`config.mk`:
```
export PLATFORM = sky130hd
export DESIGN_NAME = im2col_ch_sched
export DESIGN_NICKNAME = d
export VERILOG_FILES = /design/src/rtl/im2col_ch_sched.sv
export SDC_FILE = /design/constraint.sdc
export NUM_CORES = 1
export LEC_CHECK = 0
export CAP_MARGIN = 20
export CORE_MARGIN = 4
export CORE_UTILIZATION = 30
export DETAILED_ROUTE_END_ITERATION = 10
export GPL_TIMING_DRIVEN = 0
export PLACE_DENSITY_LB_ADDON = 0.3
export SYNTH_ARGS = -nofsm -noshare
export SYNTH_HDL_FRONTEND = slang
export SYNTH_SLANG_ARGS = --single-unit
```
`constraint.sdc`:
```
create_clock -name i_clk -period 3.2 [get_ports i_clk]
set_clock_uncertainty 0.15 [all_clocks]
set_input_delay 0.64 -clock i_clk [delete_from_list [all_inputs] [get_ports i_clk]]
set_output_delay 0.64 -clock i_clk [all_outputs]
set_load 0.01 [all_outputs]
```
`src/rtl/im2col_ch_sched.sv`:
```
// Per-channel launch scheduler for the im2col input unit.
// Walks channels 1..N through launch, ack, stream and drain, guarded by a watchdog.
module im2col_ch_sched #(
  parameter int CH_W      = 7,
  parameter int TMO_W     = 16,
  parameter int TMO_MAX   = 65535,
  parameter int DRAIN_CYC = 2
) (
  input  logic            i_clk,
  input  logic            i_rst,
  input  logic            i_start,
  input  logic [CH_W-1:0] i_num_ch,
  input  logic            i_abort,
  input  logic            i_sa_ready,
  input  logic            i_unit_started,
  input  logic            i_unit_finished,
  output logic            o_inputs_start,
  output logic [CH_W-1:0] o_current_ch,
  output logic            o_busy,
  output logic            o_ch_done,
  output logic            o_done,
  output logic            o_err_tmo
);

  localparam int DRN  = (DRAIN_CYC < 1) ? 1 : DRAIN_CYC;
  localparam int DC_W = $clog2(DRN + 1);
  localparam logic [DC_W-1:0]  DRN_LAST = DC_W'(DRN - 1);
  localparam logic [TMO_W-1:0] WD_LAST  = TMO_W'(TMO_MAX - 1);

  typedef enum logic [2:0] {
    S_IDLE,
    S_LAUNCH,
    S_WACK,
    S_STREAM,
    S_DRAIN,
    S_DONE,
    S_ERR
  } state_t;

  state_t          r_state, w_state;
  logic [CH_W-1:0] r_num, w_num;
  logic [CH_W-1:0] r_ch, w_ch;
  logic [TMO_W-1:0] r_wd, w_wd;
  logic [DC_W-1:0] r_drn, w_drn;
  logic            r_is, w_is;
  logic            r_cd, w_cd;
  logic            r_dn, w_dn;
  logic            r_err, w_err;
  logic            r_busy, w_busy;

  always_comb begin
    w_state = r_state;
    w_num   = r_num;
    w_ch    = r_ch;
    w_wd    = r_wd;
    w_drn   = r_drn;
    w_is    = 1'b0;
    w_cd    = 1'b0;
    w_dn    = 1'b0;
    w_err   = r_err;
    if (i_abort && (r_state != S_IDLE)) begin
      w_state = S_IDLE;
    end else begin
      unique case (r_state)
        S_IDLE: begin
          if (i_start) begin
            w_num   = i_num_ch;
            w_ch    = CH_W'(1);
            w_err   = 1'b0;
            w_state = (i_num_ch != '0) ? S_LAUNCH : S_DONE;
          end
        end
        S_LAUNCH: begin
          if (i_sa_ready) begin
            w_is    = 1'b1;
            w_wd    = '0;
            w_state = S_WACK;
          end
        end
        // A finished level seen here belongs to the previous channel.
        S_WACK: begin
          if (i_unit_started) begin
            w_wd    = '0;
            w_state = S_STREAM;
          end else if (r_wd == WD_LAST) begin
            w_err   = 1'b1;
            w_state = S_ERR;
          end else begin
            w_wd = r_wd + TMO_W'(1);
          end
        end
        S_STREAM: begin
          if (i_unit_finished) begin
            w_cd    = 1'b1;
            w_drn   = '0;
            w_state = S_DRAIN;
          end else if (r_wd == WD_LAST) begin
            w_err   = 1'b1;
            w_state = S_ERR;
          end else begin
            w_wd = r_wd + TMO_W'(1);
          end
        end
        S_DRAIN: begin
          if (r_drn == DRN_LAST) begin
            if (r_ch == r_num) begin
              w_state = S_DONE;
            end else begin
              w_ch    = r_ch + CH_W'(1);
              w_state = S_LAUNCH;
            end
          end else begin
            w_drn = r_drn + DC_W'(1);
          end
        end
        S_DONE: begin
          w_dn    = 1'b1;
          w_state = S_IDLE;
        end
        S_ERR: begin
          w_state = S_IDLE;
        end
        default: begin
          w_state = S_IDLE;
        end
      endcase
    end
    w_busy = (w_state != S_IDLE);
  end

  always_ff @(posedge i_clk) begin
    if (i_rst) begin
      r_state <= S_IDLE;
      r_num   <= '0;
      r_ch    <= '0;
      r_wd    <= '0;
      r_drn   <= '0;
      r_is    <= 1'b0;
      r_cd    <= 1'b0;
      r_dn    <= 1'b0;
      r_err   <= 1'b0;
      r_busy  <= 1'b0;
    end else begin
      r_state <= w_state;
      r_num   <= w_num;
      r_ch    <= w_ch;
      r_wd    <= w_wd;
      r_drn   <= w_drn;
      r_is    <= w_is;
      r_cd    <= w_cd;
      r_dn    <= w_dn;
      r_err   <= w_err;
      r_busy  <= w_busy;
    end
  end

  assign o_inputs_start = r_is;
  assign o_current_ch   = r_ch;
  assign o_busy         = r_busy;
  assign o_ch_done      = r_cd;
  assign o_done         = r_dn;
  assign o_err_tmo      = r_err;

endmodule

```
Word-level counts from Yosys, hierarchy flattened
Index checks and enable logic that the tools add are counted.

Input port bits: 14. Flip-flop bits (word level): 40. Output and inout bits: 12.

Equality and inequality tests: 16. Muxes and demuxes: 30. Bitwise logic cells: 3. $add $sub $neg: 3. Reductions and logical operators: 17.

Operators by type and width (number): $mux W16 (4); $pmux W16 S3 (1); $mux W3 (9); $mux W7 (3); $add A16 B1 Y16 const B (1); $eq A16 B16 Y1 const B (1); $ne A2 B2 Y1 const B (8); $pmux W3 S5 (1); $pmux W7 S2 (1); $reduce_bool A3 Y1 (4); $reduce_and A5 Y1 (2); $reduce_and A4 Y1 (2); $add A7 B1 Y7 const B (1); $eq A7 B7 Y1 (1); $mux W1 (7); $reduce_bool A7 Y1 (1); $eq A3 B2 Y1 const B (2); $eq A3 B3 Y1 const B (2); $reduce_or A3 Y1 (2); $mux W2 (2); $pmux W2 S2 (1); $reduce_bool A2 Y1 (2); $eq A3 B1 Y1 const B (1); $logic_not A3 Y1 (1); other kinds (7) (9).

Logic depth before layout (Yosys ltp)
Gate-level depths: netlist of run 1.

Depth after elaboration: 6. Gate-level depth with buffers: 8. Depth with buffers taken out: 7.

Worst setup path before layout of run 1
OpenSTA, ideal clock, no wires.

Kind: input-to-reg. Start point: input port i_abort. End point: register r_wd[13]. Cell stages on the path: 5. Library setup time: 0.115 ns. Required time: 2.935 ns. Arrival time: 1.649 ns. Setup slack: 1.287 ns. Path through: nor2_1 -> o2111ai_4 -> nor4b_2 -> xnor2_1 -> nor2_1.

Longest elaborated chain between the ends: 3.

Ends and longest elaborated chain: from (decl) (RTL line 13) `input logic i_abort,`; $logic_and A1 B1 Y1 (RTL line 61) `if (i_abort && (r_state != S_IDLE)) begin`; $not A1 Y1 (no source line); $reduce_and A4 Y1 (no source line); to (signal assigned) (RTL line 147) `r_wd <= w_wd;`; to (decl) (RTL line 43) `logic [TMO_W-1:0] r_wd, w_wd;`.

Every way passes these cells. A chain may end at the register's enable or synchronous reset.

Worst setup path in the final report of run 1
Ends and elaborated chain as after synthesis.

==> results.sh, run 1 <==
export IMPL_grt_max_degree=13
export IMPL_drv_slew=0
export IMPL_n_antenna_cell=0
export IMPL_path_clk_slew_ps=80
export IMPL_synth_fa_ha_area_share_pct=2.38
export IMPL_whs_endpoint="r_num[3]"
export IMPL_critical_path_buf_inv_count=1
export IMPL_switching_share_pct=24.1
export IMPL_cts_resized=0
export IMPL_drt_wl_total_um=4570
export IMPL_cp_arrival_ps=2440
export IMPL_slew_headroom_pct=69.7
export IMPL_hp_start="r_num[3]"
export IMPL_p_clk_share_pct=40.0
export IMPL_drcViolationCount=0
export IMPL_grt_usage_pct=11.7
export IMPL_pin_count=26
export IMPL_status="completed"
export IMPL_cts_buffers=5
export IMPL_power_frac_comb_pct=13.6
export IMPL_preCtsSetupSlack_ps=507
export IMPL_die_area_um2=8400
export IMPL_cts_root_buf="clkbuf_8"
export IMPL_seqPwrFrac_pct=46.4
export IMPL_final_common_cell="dfxtp_1"
export IMPL_ir_drop_uv=203
export IMPL_worst_path_max_fanout=7
export IMPL_maxCapViolations=0
export IMPL_regToRegStartpoint="r_wd[0]"
export IMPL_h_tree_depth=2
export IMPL_final_nets=289
export IMPL_finalSetupViolations=0
export IMPL_clk_path_buf_depth=2
export IMPL_ant_nets=0
export IMPL_yosysWarnings=0
export IMPL_routed_via_density=4.76
export IMPL_rows=30
export IMPL_critical_path_top_delay_family="simple AND/OR/NAND/NOR gates"
export IMPL_synth_top_area_share_pct=38.1
export IMPL_ys_ff_latch=40
export IMPL_worstPathRequired_ps=3230
export IMPL_crit_slowest_cell="clkdlybuf4s50_1"
export IMPL_crit_type="in -> reg"
export IMPL_synth_top_area_cell="dfxtp_1"
export IMPL_avgSynthCellArea_um2=8.78
export IMPL_reg2reg_slack_ps=1130
export IMPL_synth_seq_area_share_pct=38.1
export IMPL_rsz0062_at_grt="false"
export IMPL_finalWorstSetupSlack_ps=795
export IMPL_cpMostUsedCell="nor2_1"
export IMPL_cts_tree="done"
export IMPL_finalHoldViolCount=0
export IMPL_syn_area_um2=2100
export IMPL_drt_initial_drc_count=67
export IMPL_chipHeight_um=91.7
export IMPL_core_area_um2=6790
export IMPL_slowest_delay_ps=530
export IMPL_wl_per_cell_um=12.4
export IMPL_async_reset_ff_share_pct=0
export IMPL_first_pass_iters=4
export IMPL_reg2regPathDepth=7
export IMPL_drive_above_1_share_pct=11.8
export IMPL_hold_path_class="reg -> reg"
export IMPL_endpoint_kind="register"
export IMPL_finalPower_mw=1.13
export IMPL_tightest_slew_ps=452
export IMPL_final_cell_mix="dfxtp_1 (40), nor2_1 (35), clkdlybuf4s50_1 (25)"
export IMPL_synth_compound_area_share_pct=13.2
export IMPL_synth_edf_count=0
export IMPL_fin_crit_sh_pct=75.1
export IMPL_fp_dieW_um=91.7
export IMPL_period_minus_slack_ps=2400
export IMPL_synth_area_top_cells="dfxtp_1 (38%), xnor2_1 (9.2%), nor2_1 (6.3%), a21oi_1 (4.3%), nand2_1 (4.1%)"
export IMPL_max_freq_mhz=416
export IMPL_whs_path_depth=2
export IMPL_clk_latency_ps=290
export IMPL_dpl_hpwl_um=3330
export IMPL_synthFlopType="dfxtp_1"
export IMPL_initial_core_util_pct=30.9
export IMPL_ys_types=50
export IMPL_r2r_end="o_busy"
export IMPL_switching_power_mw=0.273
export IMPL_syn_inst=239
export IMPL_grt_overflow_total=0
export IMPL_yosys_area_share_simple_pct=30.9
export IMPL_grt_pass1_vias=1703
export IMPL_numClockSinks=40
export IMPL_startpoint_type="input pin"
export IMPL_synthXorXnorAreaFrac_pct=9.59
export IMPL_gp_congestion=0.777
export IMPL_setup_tns_ps=0
export IMPL_postCtsHoldBufs=0
export IMPL_power_internal_mw=0.859
export IMPL_port_buffer_count=25
export IMPL_p_leak_nw=0.826
export IMPL_grt_first_pass_wirelength_um=8030
export IMPL_postCtsSetupRepairBufs=0
export IMPL_synthMuxAreaShare_pct=1.43
export IMPL_syn_to_final_growth_pct=23.7
export IMPL_power_density_nw_per_um2=436
export IMPL_synth_top_family_by_area="simple AND/OR/NAND/NOR gates"
export IMPL_synth_net_count=257
export IMPL_crit_start="i_abort"
export IMPL_crit_path_cell_trace="clkdlybuf4s50_1 > nor2_1 > o2111ai_4 > nor4b_2 > xnor2_1 > nor2_1"
export IMPL_antenna_found_initial=0
export IMPL_vias=1752
-- power by group through the flow --
| stage | registers [mW] | clock network, mW | logic, mW |
|---|---|---|---|
| 6_report | 0.525 | 0.453 | 0.154 |
| 3_5_place_dp | 0.537 | 0 | 0.155 |
| 5_1_grt | 0.527 | 0.499 | 0.173 |
| 2_1_floorplan | 0.536 | 0 | 0.103 |
| 4_1_cts | 0.525 | 0.472 | 0.156 |
| 3_3_place_gp | 0.537 | 0 | 0.154 |
-- sequential cells by signal, summed over array words and instances (netlist names) --
register / count
o_inputs_start: 1
o_err_tmo: 1
r_state: 3
o_done: 1
r_wd: 16
r_drn: 2
o_busy: 1
o_current_ch: 7
r_num: 7
o_ch_done: 1
-- worst min-delay path, delay by kind of cell, from the launching register on --
family	cells	cell delay, ps
simple gates	1	50
compound gates	1	50
flops	1	330
-- worst max path at each step --
stage	endpoint	slack (ps)	cells after the start
after floorplan	r_wd[13]	1290	5
after global placement	r_wd[14]	520	6
after detailed placement	r_wd[14]	510	6
after CTS	r_wd[14]	820	6
after global routing	r_wd[13]	660	6
final	r_wd[13]	800	6
-- metal layers --
layer,track usage (%),share of wire (%)
met1,14.7,48
met2,19.2,46
met3,3.45,3.7
met4,3.89,1.4
met5,0,0
-- cells by family (layout without fill, tap and decap cells) --
logic type | after synthesis | in the layout
muxes | 3 | 3
AOI/OAI and AO/OA | 38 | 38
xor gates and xnor gates | 23 | 23
DFF | 40 | 40
buffers and inverters | 14 | 47
adders and majority gates | 4 | 4
and+or+nand+nor | 117 | 117
-- metrics by stage --
step           utilization (%)  hold slack, ps  cell area [um2]  std cells
4_1_cts                   38.2             328             2600        368
3_3_place_gp              36.4             312             2470        360
6_report                  38.2             325             2600        368
3_5_place_dp              36.4             316             2470        360
2_1_floorplan                -             293             2100        239
5_1_grt                   38.2             360             2600        368
-- cell type report --
cell class / instances / area (um2)
fill: 721 / 4200
multi-input combinational: 185 / 1210
sequential: 40 / 801
timing repair buffer: 25 / 250
tap: 96 / 120
clock buffer: 7 / 96.3
buffer: 10 / 77.6
clock inverter: 1 / 30.0
inverter: 4 / 15.0
-- cells in the mapped netlist, types with 2 or more instances --
cell type  count
dfxtp_1       40
nor2_1        35
nand2_1       23
xnor2_1       22
a21oi_1       18
nor3_1        10
nand3_1        8
nand4_1        6
or3_1          5
buf_6          4
ha_1           4
inv_1          4
nor4b_2        4
o21ai_0        4
mux2i_1        3
nand2b_1       3
a211oi_1       2
and3_1         2
and4_1         2
buf_2          2
buf_4          2
clkbuf_1       2
nor2b_1        2
nor3b_1        2
nor4b_1        2
o21ai_2        2
o21bai_1       2
or2_1          2
Power figures use the tool's default switching activity.
==> inputs of run 2 (changes only) <==
Clock period 3.2 ns to 2 ns, I/O delays scaled along.
==> run 2 against run 1 <==
Net effect: via count decreased by 1.6%; critical path depth decreased by 5; final area increased by 1.0%; count of clock-buffer cells in the layout unchanged; highest routed layer unchanged; worst hold slack about the same; combinational power increased by 62%; sequential share of layout area decreased by 0.17 points; critical endpoint is now o_current_ch[0]; flip-flop and latch count unchanged; register-to-register slack got worse by 1100 ps; first-iteration DRC count increased by 6.0%; critical path type is now reg -> out; sequential power increased by 60%.
==> results.sh, run 2 (synthesis results as in run 1) <==
export IMPL_power_internal_mw=1.38
export IMPL_grt_first_pass_wirelength_um=8080
export IMPL_startpoint_type="register"
export IMPL_dp_cells=360
export IMPL_hold_path_class="reg -> reg"
export IMPL_preCtsSetupSlack_ps=-453
export IMPL_postCtsHoldBufs=0
export IMPL_cts_buffers=5
export IMPL_max_freq_mhz=513
export IMPL_final_nets=288
export IMPL_slew_headroom_pct=70.8
export IMPL_final_cell_mix="dfxtp_1 (37), nor2_1 (34), nand2_1 (23), clkdlybuf4s50_1 (23), xnor2_1 (22)"
export IMPL_p_clk_share_pct=40.0
export IMPL_grt_max_degree=13
export IMPL_ant_nets=0
export IMPL_cp_arrival_ps=1400
export IMPL_power_frac_comb_pct=13.7
export IMPL_finalSetupViolations=0
export IMPL_placed_area_um2=2470
export IMPL_clk_latency_ps=290
export IMPL_chipHeight_um=91.7
export IMPL_finalWorstSetupSlack_ps=50.3
export IMPL_crit_type="reg -> out"
export IMPL_initial_core_util_pct=30.9
export IMPL_pin_count=26
export IMPL_drive_above_1_share_pct=13.7
export IMPL_tightest_slew_ps=437
export IMPL_clk_path_buf_depth=2
export IMPL_drv_slew=0
export IMPL_vias=1724
export IMPL_finalHoldViolCount=0
export IMPL_worstPathRequired_ps=1450
export IMPL_wl_per_cell_um=12.5
export IMPL_n_antenna_cell=0
export IMPL_finalNonFillerCells=367
export IMPL_final_common_cell="dfxtp_1"
export IMPL_first_pass_iters=4
export IMPL_period_minus_slack_ps=1950
export IMPL_h_tree_depth=2
export IMPL_routed_via_density=4.70
export IMPL_seqPwrFrac_pct=46.3
export IMPL_p_leak_nw=0.839
export IMPL_status="completed"
export IMPL_drt_wl_total_um=4580
export IMPL_critical_path_buf_inv_count=1
export IMPL_critical_path_top_delay_family="buffers and inverters"
export IMPL_switching_power_mw=0.441
export IMPL_grt_pass1_vias=1698
export IMPL_switching_share_pct=24.3
export IMPL_syn_to_final_growth_pct=24.9
export IMPL_rows=30
export IMPL_cts_root_buf="clkbuf_8"
export IMPL_grt_overflow_total=0
export IMPL_largest_register="r_wd"
export IMPL_antenna_found_initial=0
export IMPL_path_clk_slew_ps=80
export IMPL_slowest_delay_ps=610
export IMPL_crit_slowest_cell="clkdlybuf4s50_1"
export IMPL_fp_dieW_um=91.7
export IMPL_cts_tree="done"
export IMPL_setup_tns_ps=0
export IMPL_endpoint_kind="primary output"
export IMPL_finalPower_mw=1.82
export IMPL_final_area_um2=2620
export IMPL_die_area_um2=8400
export IMPL_power_density_nw_per_um2=693
export IMPL_rsz0062_at_grt="true"
export IMPL_fin_crit_sh_pct=97.5
export IMPL_drt_initial_drc_count=71
export IMPL_dpl_hpwl_um=3330
export IMPL_core_area_um2=6790
export IMPL_numClockSinks=40
export IMPL_postCtsSetupRepairBufs=0
export IMPL_drcViolationCount=0
export IMPL_ir_drop_uv=316
export IMPL_crit_path_cell_trace="clkdlybuf4s50_1"
export IMPL_worst_path_max_fanout=7
export IMPL_grt_usage_pct=11.8
export IMPL_port_buffer_count=25
export IMPL_maxCapViolations=0
export IMPL_largest_reg_flops=16
export IMPL_gp_congestion=0.777
## run 2: repair_timing
item                       4_1_cts  5_1_grt
setup endpoints to repair       18       16
pin swaps                        0        6
resized for setup                4        5
## run 2: stage by stage
stage	hold WS, ps	utilization [%]
after CTS	328	38.3
after floorplan	293	-
after global routing	335	38.6
after detailed placement	316	36.4
final	325	38.6
after global placement	312	36.4
## run 2: layer usage
metal / vias to the layer above / wire length [um] / track usage, %
li1: 894 / - / -
met1: 805 / 2230 / 14.9
met2: 20 / 2140 / 19.2
met3: 5 / 154 / 3.45
met4: 0 / 62 / 3.77
met5: - / 0 / 0
## run 2: final cells by class
cell class / count / area (um2)
inverter: 4 / 15.0
clock inverter: 1 / 30.0
clock buffer: 7 / 96.3
fill: 717 / 4170
multi-input combinational: 185 / 1230
timing repair buffer: 25 / 251
buffer: 9 / 73.8
tap: 96 / 120
sequential: 40 / 805
## run 2: final timing paths
path | from | endpoint | slack (ps) | depth (start not counted)
max | o_current_ch[0] | o_current_ch[0] | 50 | 1
min | r_num[3] | r_num[3] | 330 | 2
max reg2reg | r_wd[0] | o_busy | 70 | 7
min reg2reg | r_num[3] | r_num[3] | 330 | 2
## run 2: power by group through the flow
stage	clock (mW)	combinational [mW]	sequential (mW)
2_1_floorplan	0	0.165	0.857
3_3_place_gp	0	0.246	0.858
3_5_place_dp	0	0.248	0.859
4_1_cts	0.756	0.250	0.841
5_1_grt	0.798	0.280	0.844
6_report	0.727	0.249	0.840
